[src/rtl/nrs_pkg.sv]
// Shared constants for the NRS sequence buffer: default geometry and the
// QPSK bit-pair ordering used by every read port.
package nrs_pkg;

    localparam int NRS_DEPTH_DEF = 16;
    localparam int NRS_BANKS_DEF = 2;

    // Real-part sign comes from the even index, imaginary from the odd one.
    localparam int QPSK_RE_BIT = 0;
    localparam int QPSK_IM_BIT = 1;

    function automatic int nrs_paddr_w(input int depth);
        return (depth / 2 > 1) ? $clog2(depth / 2) : 1;
    endfunction

endpackage

[src/rtl/nrs_bank.sv]
// One bank of c(n) storage: a DEPTH-bit register with a single bit-write
// port and two combinational QPSK pair read ports.
module nrs_bank
    import nrs_pkg::*;
#(
    parameter int DEPTH = NRS_DEPTH_DEF,
    parameter int LINES = $clog2(DEPTH),
    parameter int PADDR = nrs_paddr_w(DEPTH)
) (
    input  logic             clk,
    input  logic             rst,
    input  logic             we,
    input  logic [LINES-1:0] addr,
    input  logic             d,
    input  logic [PADDR-1:0] raddr_a,
    input  logic [PADDR-1:0] raddr_b,
    output logic [1:0]       pair_a,
    output logic [1:0]       pair_b
);

    logic [DEPTH-1:0] bits_q;
    logic [DEPTH-1:0] bits_d;

    always_comb begin
        bits_d = bits_q;
        if (we) begin
            bits_d[addr] = d;
        end
    end

    always_ff @(posedge clk or negedge rst) begin
        if (!rst) begin
            bits_q <= '0;
        end else begin
            bits_q <= bits_d;
        end
    end

    always_comb begin
        pair_a = '0;
        pair_b = '0;
        pair_a[QPSK_RE_BIT] = bits_q[{raddr_a, 1'b0}];
        pair_a[QPSK_IM_BIT] = bits_q[{raddr_a, 1'b1}];
        pair_b[QPSK_RE_BIT] = bits_q[{raddr_b, 1'b0}];
        pair_b[QPSK_IM_BIT] = bits_q[{raddr_b, 1'b1}];
    end

endmodule

[src/rtl/nrs_seq_buffer.sv]
// Ring of c(n) banks: the generator fills one bank while two consumers read
// QPSK bit pairs from the oldest completed bank.
module nrs_seq_buffer
    import nrs_pkg::*;
#(
    parameter int DEPTH     = NRS_DEPTH_DEF,
    parameter int NUM_BANKS = NRS_BANKS_DEF,
    parameter int LINES     = $clog2(DEPTH),
    parameter int PADDR     = nrs_paddr_w(DEPTH)
) (
    input  logic             clk,
    input  logic             rst,
    input  logic             c_n,
    input  logic             c_n_valid,
    input  logic             wr_start,
    output logic             wr_ready,
    output logic             blk_done,
    output logic             overflow,
    output logic             rd_valid,
    input  logic             rd_release,
    input  logic [PADDR-1:0] rd_addr_est,
    input  logic [PADDR-1:0] rd_addr_fine,
    output logic [1:0]       nrs_est,
    output logic [1:0]       nrs_fine
);

    localparam int BW = (NUM_BANKS > 1) ? $clog2(NUM_BANKS) : 1;
    localparam int CW = $clog2(NUM_BANKS + 1);
    localparam logic [CW-1:0]    FULL = CW'(NUM_BANKS);
    localparam logic [LINES-1:0] LAST = LINES'(DEPTH - 1);

    logic [BW-1:0]    wr_bank_q, wr_bank_d;
    logic [BW-1:0]    rd_bank_q, rd_bank_d;
    logic [LINES-1:0] wr_idx_q, wr_idx_d;
    logic [CW-1:0]    full_cnt_q, full_cnt_d;
    logic             blk_done_q, blk_done_d;
    logic             overflow_q, overflow_d;

    logic                 wr_accept;
    logic                 bank_last;
    logic                 release_ok;
    logic [LINES-1:0]     wr_addr;
    logic [NUM_BANKS-1:0] bank_we;
    logic [1:0]           pair_est  [NUM_BANKS];
    logic [1:0]           pair_fine [NUM_BANKS];

    // wr_start retargets the current write to index 0, so a restart and a
    // bit arriving together never complete a bank (DEPTH >= 4).
    always_comb begin
        wr_ready   = (full_cnt_q != FULL);
        rd_valid   = (full_cnt_q != '0);
        wr_accept  = c_n_valid & wr_ready;
        release_ok = rd_release & rd_valid;
        wr_addr    = wr_start ? '0 : wr_idx_q;
        bank_last  = wr_accept & ~wr_start & (wr_idx_q == LAST);

        wr_idx_d  = wr_start ? '0 : wr_idx_q;
        wr_bank_d = wr_bank_q;
        if (wr_accept) begin
            if (bank_last) begin
                wr_idx_d  = '0;
                wr_bank_d = wr_bank_q + BW'(1);
            end else begin
                wr_idx_d = wr_addr + LINES'(1);
            end
        end

        rd_bank_d  = release_ok ? rd_bank_q + BW'(1) : rd_bank_q;
        full_cnt_d = full_cnt_q;
        case ({bank_last, release_ok})
            2'b10:   full_cnt_d = full_cnt_q + CW'(1);
            2'b01:   full_cnt_d = full_cnt_q - CW'(1);
            default: full_cnt_d = full_cnt_q;
        endcase

        blk_done_d = bank_last;
        overflow_d = c_n_valid & ~wr_ready;

        bank_we = '0;
        for (int b = 0; b < NUM_BANKS; b++) begin
            bank_we[b] = wr_accept && (wr_bank_q == BW'(b));
        end
    end

    always_ff @(posedge clk or negedge rst) begin
        if (!rst) begin
            wr_bank_q  <= '0;
            rd_bank_q  <= '0;
            wr_idx_q   <= '0;
            full_cnt_q <= '0;
            blk_done_q <= 1'b0;
            overflow_q <= 1'b0;
        end else begin
            wr_bank_q  <= wr_bank_d;
            rd_bank_q  <= rd_bank_d;
            wr_idx_q   <= wr_idx_d;
            full_cnt_q <= full_cnt_d;
            blk_done_q <= blk_done_d;
            overflow_q <= overflow_d;
        end
    end

    for (genvar b = 0; b < NUM_BANKS; b++) begin : g_bank
        nrs_bank #(
            .DEPTH(DEPTH),
            .LINES(LINES),
            .PADDR(PADDR)
        ) u_bank (
            .clk    (clk),
            .rst    (rst),
            .we     (bank_we[b]),
            .addr   (wr_addr),
            .d      (c_n),
            .raddr_a(rd_addr_est),
            .raddr_b(rd_addr_fine),
            .pair_a (pair_est[b]),
            .pair_b (pair_fine[b])
        );
    end

    // Reads are masked until a bank completes so stale bits never leak out.
    always_comb begin
        blk_done = blk_done_q;
        overflow = overflow_q;
        nrs_est  = rd_valid ? pair_est[rd_bank_q]  : 2'b00;
        nrs_fine = rd_valid ? pair_fine[rd_bank_q] : 2'b00;
    end

endmodule
[config.mk]
export PLATFORM = sky130hd
export DESIGN_NAME = nrs_seq_buffer
export DESIGN_NICKNAME = d
export VERILOG_FILES = /design/src/rtl/nrs_pkg.sv /design/src/rtl/nrs_bank.sv /design/src/rtl/nrs_seq_buffer.sv
export SDC_FILE = /design/constraint.sdc
export NUM_CORES = 1
export LEC_CHECK = 0
export ABC_AREA = 1
export ABC_CLOCK_PERIOD_IN_PS = 4500
export BUFFER_PORTS_ARGS = -buffer_cell sky130_fd_sc_hd__buf_2
export CORE_UTILIZATION = 40
export DETAILED_ROUTE_END_ITERATION = 8
export PLACE_DENSITY_LB_ADDON = 0.25
export SLEW_MARGIN = 40
export SYNTH_ARGS = -nofsm -noshare
export SYNTH_HDL_FRONTEND = slang
export SYNTH_SLANG_ARGS = --single-unit
[constraint.sdc]
create_clock -name clk -period 4.5 [get_ports clk]
set_clock_uncertainty 0.1 [all_clocks]
set_input_delay 0.9 -clock clk [delete_from_list [all_inputs] [get_ports clk]]
set_output_delay 0.9 -clock clk [all_outputs]
set_load 0.005 [all_outputs]
== Word level (Yosys, flattened, before mapping) ==
Cells that the tools add are included.
Cells by class
  reductions and logical operators: 6
  add/subtract/negate cells: 5
  eq/ne operators: 4
  order comparisons: 7
  bitwise logic cells: 9
  mux-type cells: 32
Operators with widths (count)
  $bwmux W16: 2
  $lt A4 B5 Y1 const B: 5
  $bmux W1 S3: 8
  $mux W2: 8
  $mux W4: 3
  $mux W1: 9
  $and A1 B1 Y1: 5
  $add A4 B1 Y4 const B: 1
  $demux W1 S4: 1
  $eq A4 B4 Y1 const B: 1
  $ge A4 B1 Y1 const B: 1
  $pmux W2 S2: 1
  $reduce_bool A2 Y1: 2
  $logic_and A1 B1 Y1: 3
  $not A1 Y1: 3
  $add A1 B1 Y1 const B: 2
  $add A2 B1 Y2 const B: 1
  $eq A2 B1 Y1 const B: 1
  $eq A2 B2 Y1 const B: 1
  $ge A2 B2 Y1 const B: 1
  $ne A2 B2 Y1 const B: 1
  $not A1 Y2: 1
  $reduce_and A2 Y1: 1
  $sub A2 B1 Y2 const B: 1
Word-level totals
  input bits: 12
  output and inout bits: 8
  bits in registers: 42
  word-level logic and storage cells: 71

== Logic depth before layout (Yosys ltp) ==
Gate-level depths: netlist of run 1.
  depth after elaboration: 6
  gate-level depth with buffers: 9
  gate-level depth less buffers: 9

== Cells and area by module ==
A second synthesis of run 1 with hierarchy kept.
Second synthesis, totals
  cell total of the unflattened synthesis: 426
  area total of the unflattened synthesis: 2702.6 um2
Modules (own cells, without submodules)
  nrs_bank: instances 2, seq. area each 400.4 um2, area an instance 1057.3 um2, cells each 175
  nrs_seq_buffer: instances 1, seq. area each 250.2 um2, area an instance 588.1 um2, cells each 76

== Worst setup path before layout of run 1 ==
No wires, ideal clock.
  kind: in2out
  from: in rd_addr_fine[0]
  to: out nrs_fine[0]
  buffers on the path: 2
  arrival: 1.688 ns
  setup slack: 1.812 ns
  cell stages on the path: 8
  required time: 3.500 ns
  path through: buf_4 > inv_1 > buf_2 > nand2_1 > nand3_1 > nand3_1 > nand3_1 > a21oi_1
Between the ends
  word-level cells in the longest chain between the ends: 6
  elaborated cells on any way between the ends: 8
  classes of those cells: mux (8)
Ends and longest elaborated chain
  start: declaration: line nrs_seq_buffer.sv:22  | input logic [PADDR-1:0] rd_addr_fine,
  $bmux W1 S3: line nrs_bank.sv:44  | pair_b[QPSK_RE_BIT] = bits_q[{raddr_b, 1'b0}];
  $mux W1 (implied by the code): line nrs_bank.sv:44
  $mux W2 (implied by the code) * (3 in series): line nrs_seq_buffer.sv:126  | nrs_fine = rd_valid ? pair_fine[rd_bank_q] : 2'b00;
  $mux W2 *: line nrs_seq_buffer.sv:126
  end: declaration: line nrs_seq_buffer.sv:24  | output logic [1:0] nrs_fine
Mark *: on every way between the ends. The rest lies on a longest branch, timed or not. The select of a mux whose other input is x is not followed.

== Worst setup path in the final report of run 1 ==
  from: in rd_addr_est[0]
  to: out nrs_est[1]
Between the ends
  word-level cells in the longest chain between the ends: 6
  elaborated cells on any way between the ends: 8
  classes of those cells: mux (8)
Ends and longest elaborated chain
  start: declaration: line nrs_seq_buffer.sv:21  | input logic [PADDR-1:0] rd_addr_est,
  $bmux W1 S3: line nrs_bank.sv:43  | pair_a[QPSK_IM_BIT] = bits_q[{raddr_a, 1'b1}];
  $mux W1 (implied by the code): line nrs_bank.sv:43
  $mux W2 (implied by the code) * (3 in series): line nrs_seq_buffer.sv:125  | nrs_est = rd_valid ? pair_est[rd_bank_q] : 2'b00;
  $mux W2 *: line nrs_seq_buffer.sv:125
  end: declaration: line nrs_seq_buffer.sv:23  | output logic [1:0] nrs_est,
Marked as above.

==> flow_summary.json, run 1 <==
{
  "die_h_um": 83.51,
  "finalSetupTns_ps": 0,
  "synth_area_mm2": 0.002658,
  "busiest_layer": "met1",
  "hold_class": "reg -> reg",
  "clkTransAtPathRegs_ps": 70,
  "vias": 2406,
  "synthFlopType": "dfrtp_1",
  "power.leakage_nw": 1.416,
  "p_seq_share_pct": 43.4,
  "grt_use_total_pct": 19.89,
  "yosys_register_bits": 42,
  "die_x_um": 83.51,
  "wl_per_cell_um": 14.27,
  "start_kind": "primary input",
  "grt_pass1_wl_um": 11140,
  "setup_viol": 0,
  "synthArstFlopShare_pct": 100.0,
  "cts-root-buf": "clkbuf_8",
  "switchingPower_mw": 0.4239,
  "ant_nets": 0,
  "grt_util_met1_pct": 30.04,
  "io_pins": 20,
  "wl_um": 6434,
  "ys_seq_area_share_pct": 39.55,
  "syn-instance-count": 363,
  "clockPowerShare_pct": 21.2,
  "worst_slew_pin_slew_ps": 675.4,
  "grt_start_max_net_pins": 43,
  "grt_use_met2_pct": 28.69,
  "dp_hpwl_um": 4746,
  "syn_avg_cell_area_um2": 7.321,
  "powerDensity_mw_per_mm2": 384.2,
  "final_common_cell": "nand2_1",
  "gp_routability_congestion": 0.8689,
  "final_max_slew_viol_count": 0,
  "grt_pass1_vias": 2243,
  "nFillCells": 672,
  "grt_setup_unrepaired": "false",
  "post_cts_resized": 0,
  "critPathKind": "in -> out",
  "rows": 29,
  "final_cell_mix": "81 x nand2_1, 58 x nand3_1, 56 x inv_1",
  "cts.htree.levels": 2,
  "cts_tree": "yes",
  "cts_made_buffers": 5,
  "synth_top_cell_area_share_pct": 39.55,
  "ys_top_cells_by_area": "dfrtp_1 40%, nand2_1 11%, nand3_1 11%, inv_1 7.9%, a21oi_1 5.6%",
  "area_growth_syn_to_layout_pct": 6.686,
  "clockBufferDepth": 2,
  "dp_slack_ps": 1388,
  "cts.sinks": 42,
  "antenna_found_initial": 0,
  "slew_headroom_pct": 54.93,
  "die_area_mm2": 0.006974,
  "start_util_pct": 41.61,
  "path_max_fanout": 17,
  "hold_slack_ps": 457.9,
  "synth_cell_types": 23,
  "finalCriticalPeriod_ps": 3150,
  "via_per_inst": 5.335,
  "arrival_ps": 2150,
  "swShare_pct": 38.91,
  "portBuffers": 19,
  "hold_viol": 0,
  "post-route-drc-count": 0,
  "drive_gt1_share_pct": 11.23,
  "drv_cap": 0,
  "nets": 391,
  "cp_data_required_time_ps": 3500,
  "status": "finished clean",
  "coreArea_mm2": 0.006386,
  "end_kind": "primary output",
  "gr-usage-met3_pct": 3.165,
  "pwr-share-comb_pct": 35.4,
  "fmax_mhz": 317.5,
  "finalCritPeriodShare_pct": 69.99,
  "layout_setup_ws_ps": 1350,
  "dr.pass1.iters": 4,
  "syn_nets": 380,
  "synth_top_cell_by_area": "dfrtp_1",
  "p_int_mw": 0.6654,
  "drt_iter0_drc": 159,
  "synth_edf_count": 0,
  "cts_setup_buffers": 0,
  "overflow": 0,
  "ir_worst_vdd_mv": 0.3208,
  "yosysWarnings": 0,
  "antenna_cells": 0,
  "clk_latency_ps": 290,
  "cts-hold-fix-buffers": 0
}
[stage by stage]
stage          power [mW]  util, %  area, µm²  std cells
4_1_cts             1.097    44.40       2835        451
5_1_grt             1.167    44.40       2835        451
6_report            1.089    44.40       2835        451
2_1_floorplan      0.7509        -       2658        363
3_3_place_gp       0.8574    43.12       2754        444
3_5_place_dp       0.8637    43.16       2756        444
[critical path, stage by stage]
cell	delay, ps
buf_2	270
inv_1	290
nand2_1	130
nand3_1	80
nand3_1	90
nand3_1	80
a21oi_1	170
buf_2	140
[cells in the mapped netlist, types with 3 or more instances]
| library cell | instances |
|---|---|
| inv_2 | 4 |
| a31oi_1 | 24 |
| nand2_1 | 81 |
| dfrtp_1 | 42 |
| nor2_1 | 18 |
| buf_2 | 7 |
| ha_1 | 5 |
| a21oi_1 | 30 |
| clkbuf_1 | 4 |
| xnor2_1 | 3 |
| nand3_1 | 58 |
| o21ai_0 | 10 |
| inv_1 | 56 |
| nor3_2 | 8 |
[routing by layer]
layer	routed length, µm	share of wire (%)
met5	0	0
met1	3164	49
met2	2783	43
met4	82	1.3
met3	404	6.3
[flip-flops by register name, summed over array words and instances (netlist names)]
register / flops
overflow: 1
full_cnt_q: 2
g_bank.u_bank.bits_q: 32
rd_bank_q: 1
wr_idx_q: 4
blk_done: 1
wr_bank_q: 1
[cell families (layout without fill, tap and decap cells)]
| kind of cell | count (synthesis) | after routing | share of synthesized area (%) |
|---|---|---|---|
| XOR/XNOR | 5 | 5 | 1.648 |
| buffers and inverters | 75 | 86 | 12.05 |
| flip-flops | 42 | 42 | 39.55 |
| AND/OR/NAND/NOR | 171 | 171 | 31.03 |
| AO/OA/AOI/OAI | 65 | 65 | 13.37 |
| adder cells (fa/ha/maj) | 5 | 5 | 2.354 |
[final timing paths]
check	from	to	slack, ps	cells past startpoint
worst max-delay path	rd_addr_est[0]	nrs_est[1]	1350	8
worst min-delay path	full_cnt_q[1]	full_cnt_q[1]	460	1
worst max register to register	full_cnt_q[0]	full_cnt_q[1]	2410	8
worst min register to register	full_cnt_q[1]	full_cnt_q[1]	460	1
max in group asynchronous	rst	wr_idx_q[2]	3450	1
min in group asynchronous	rst	g_bank[0].u_bank.bits_q[0]	480	1
[final cells by class]
class / count / area (µm²) / area share (%)
Clock buffer: 5 / 68.82 / 2.427
Clock inverter: 2 / 10.01 / 0.3530
Tap cell: 77 / 96.34 / 3.398
Inverter: 60 / 225.2 / 7.944
Timing Repair Buffer: 19 / 97.59 / 3.442
Sequential cell: 42 / 1051 / 37.07
Multi-Input combinational cell: 246 / 1286 / 45.37
[power groups by stage]
stage,logic [mW],clock network (mW),registers [mW]
3_5_place_dp,0.384,0,0.480
6_report,0.385,0.231,0.473
2_1_floorplan,0.282,0,0.469
4_1_cts,0.386,0.238,0.473
5_1_grt,0.436,0.250,0.480
3_3_place_gp,0.380,0,0.477
(Power assumes the default switching activity.)
==> run 2: changes to the inputs <==
--- a/config.mk
+++ b/config.mk
@@ -6,7 +6,7 @@
 export NUM_CORES = 1
 export LEC_CHECK = 0
 export ABC_AREA = 1
-export ABC_CLOCK_PERIOD_IN_PS = 4500
+export ABC_CLOCK_PERIOD_IN_PS = 2650
 export BUFFER_PORTS_ARGS = -buffer_cell sky130_fd_sc_hd__buf_2
 export CORE_UTILIZATION = 40
 export DETAILED_ROUTE_END_ITERATION = 8
==> constraint.sdc (replaced) <==
create_clock -name clk -period 2.65 [get_ports clk]
set_clock_uncertainty 0.1 [all_clocks]
set_input_delay 0.53 -clock clk [delete_from_list [all_inputs] [get_ports clk]]
set_output_delay 0.53 -clock clk [all_outputs]
set_load 0.005 [all_outputs]
==> run 2 against run 1 <==
  * Clock power up 69%
  * Global-route usage down 0.18 points
  * Register-to-register slack worse by 1700 ps
  * Sequential share of layout area shrank 0.36 points
  * Wire length shrank 1.6%
  * Count of clock-buffer cells in the layout did not move
  * Die area unchanged
  * Design area up 0.97%
  * Final cell count up 0.89%
  * Hold slack worse by 410 ps
  * Utilization increased by 0.43 points
  * Sequential cell count unchanged
  * Critical endpoint is now nrs_fine[1]
  * Highest routed layer unchanged
==> flow_summary.json, run 2 (synthesized netlist as in run 1, its figures left out) <==
{
  "status": "finished clean",
  "fin_util_pct": 44.83,
  "grt_pass1_wl_um": 11110,
  "via_per_inst": 5.352,
  "clkTransAtPathRegs_ps": 80,
  "arrival_ps": 1700,
  "final_cell_mix": "81 x nand2_1, 58 x nand3_1, 56 x inv_1",
  "grt_pass1_vias": 2237,
  "final_common_cell": "nand2_1",
  "gp_routability_congestion": 0.8349,
  "vias": 2435,
  "rows": 29,
  "post-route-drc-count": 0,
  "overflow": 0,
  "setup_viol": 0,
  "largest_register_ffs": 32,
  "powerDensity_mw_per_mm2": 647.2,
  "largest_register": "g_bank.u_bank.bits_q",
  "power.leakage_nw": 1.435,
  "cts_setup_buffers": 0,
  "slew_headroom_pct": 52.69,
  "die_h_um": 83.51,
  "hold_class": "in -> async",
  "hold_slack_ps": 51.49,
  "r2r-end": "full_cnt_q[1]",
  "cts_made_buffers": 5,
  "grt_setup_unrepaired": "false",
  "drive_gt1_share_pct": 12.17,
  "crit_family": "buffers and inverters",
  "critPathKind": "in -> out",
  "post_cts_resized": 0,
  "drv_cap": 0,
  "portBuffers": 19,
  "r2r-start": "full_cnt_q[0]",
  "clockBufferDepth": 2,
  "cts-root-buf": "clkbuf_8",
  "cts.sinks": 42,
  "cts.htree.levels": 2,
  "die_x_um": 83.51,
  "start_util_pct": 41.61,
  "path_max_fanout": 17,
  "fmax_mhz": 428.3,
  "final_max_slew_viol_count": 0,
  "cts-hold-fix-buffers": 0,
  "io_pins": 20,
  "top_regs": "g_bank.u_bank.bits_q: 32 flops, wr_idx_q: 4 flops, full_cnt_q: 2 flops",
  "grt_use_total_pct": 19.72,
  "start_kind": "primary input",
  "cp_slowest_stage_delay_ps": 280,
  "wl_per_cell_um": 13.92,
  "nets": 395,
  "area_growth_syn_to_layout_pct": 7.721,
  "cpMostUsedCell": "nand3_1",
  "placed_cell_area_mm2": 0.002784,
  "antenna_cells": 0,
  "fin_area_mm2": 0.002863,
  "cpMaxStageDelayCell": "inv_1",
  "worst_slew_pin_slew_ps": 708.9,
  "die_area_mm2": 0.006974,
  "finalCritPeriodShare_pct": 88.10,
  "finalSetupTns_ps": 0,
  "dp_hpwl_um": 4751,
  "reg2regPathDepth": 9,
  "coreArea_mm2": 0.006386,
  "cp_data_required_time_ps": 2020,
  "end_kind": "primary output",
  "path_buf_inv": 3,
  "antenna_found_initial": 0,
  "ir_worst_vdd_mv": 0.4554,
  "drt_iter0_drc": 156,
  "grt_start_max_net_pins": 26,
  "cts_tree": "yes",
  "finalCriticalPeriod_ps": 2335,
  "hold_viol": 0,
  "wl_um": 6334,
  "worstPathCellList": "buf_2 -> inv_1 -> nand2_1 -> nand3_1 -> nand3_1 -> nand3_1 -> a21oi_1 -> buf_2",
  "dr.pass1.iters": 4,
  "clk_latency_ps": 290,
  "ant_nets": 0,
  "r2r_slack_ps": 690
}
-- run 2: changes by cell type in the layout (fill, tap and decap cells not counted), sizes merged --
cell,change
buf,+4
-- run 2: routing by layer --
metal	vias up	global-route usage [%]	wire, µm
li1	1214	-	-
met3	7	3.264	388
met5	-	0	0
met1	1123	30.58	3168
met4	0	4.622	57
met2	91	28.61	2719
-- run 2: how the worst max path moves through the flow --
stage | startpoint | endpoint | slack, ps | depth (start not counted)
after floorplan | rd_addr_fine[0] | nrs_fine[0] | 700 | 8
final | rd_addr_fine[0] | nrs_fine[1] | 320 | 8
after global placement | rd_addr_fine[0] | nrs_fine[0] | 360 | 8
after global routing | rd_addr_fine[0] | nrs_fine[1] | 140 | 8
after detailed placement | rd_addr_fine[0] | nrs_fine[0] | 330 | 8
after CTS | rd_addr_fine[0] | nrs_fine[0] | 320 | 8
-- run 2: stage by stage --
step,power (mW),worst slack (ps),instances
2_1_floorplan,1.275,702.1,363
3_3_place_gp,1.466,355.4,448
3_5_place_dp,1.472,331.3,448
4_1_cts,1.864,321.7,455
5_1_grt,1.997,137.6,455
6_report,1.853,315.4,455
-- run 2: area by class of cell --
cell class	instances	area (µm²)
Clock inverter	2	10.01
Inverter	60	225.2
Sequential cell	42	1051
Clock buffer	5	68.82
Fill cell	658	3523
Tap cell	77	96.34
Multi-Input combinational cell	246	1286
Timing Repair Buffer	23	125.1
-- run 2: power by group --
part,internal (mW),switching [mW]
Combinational,0.234,0.425
Sequential,0.732,0.0723
Clock,0.177,0.213
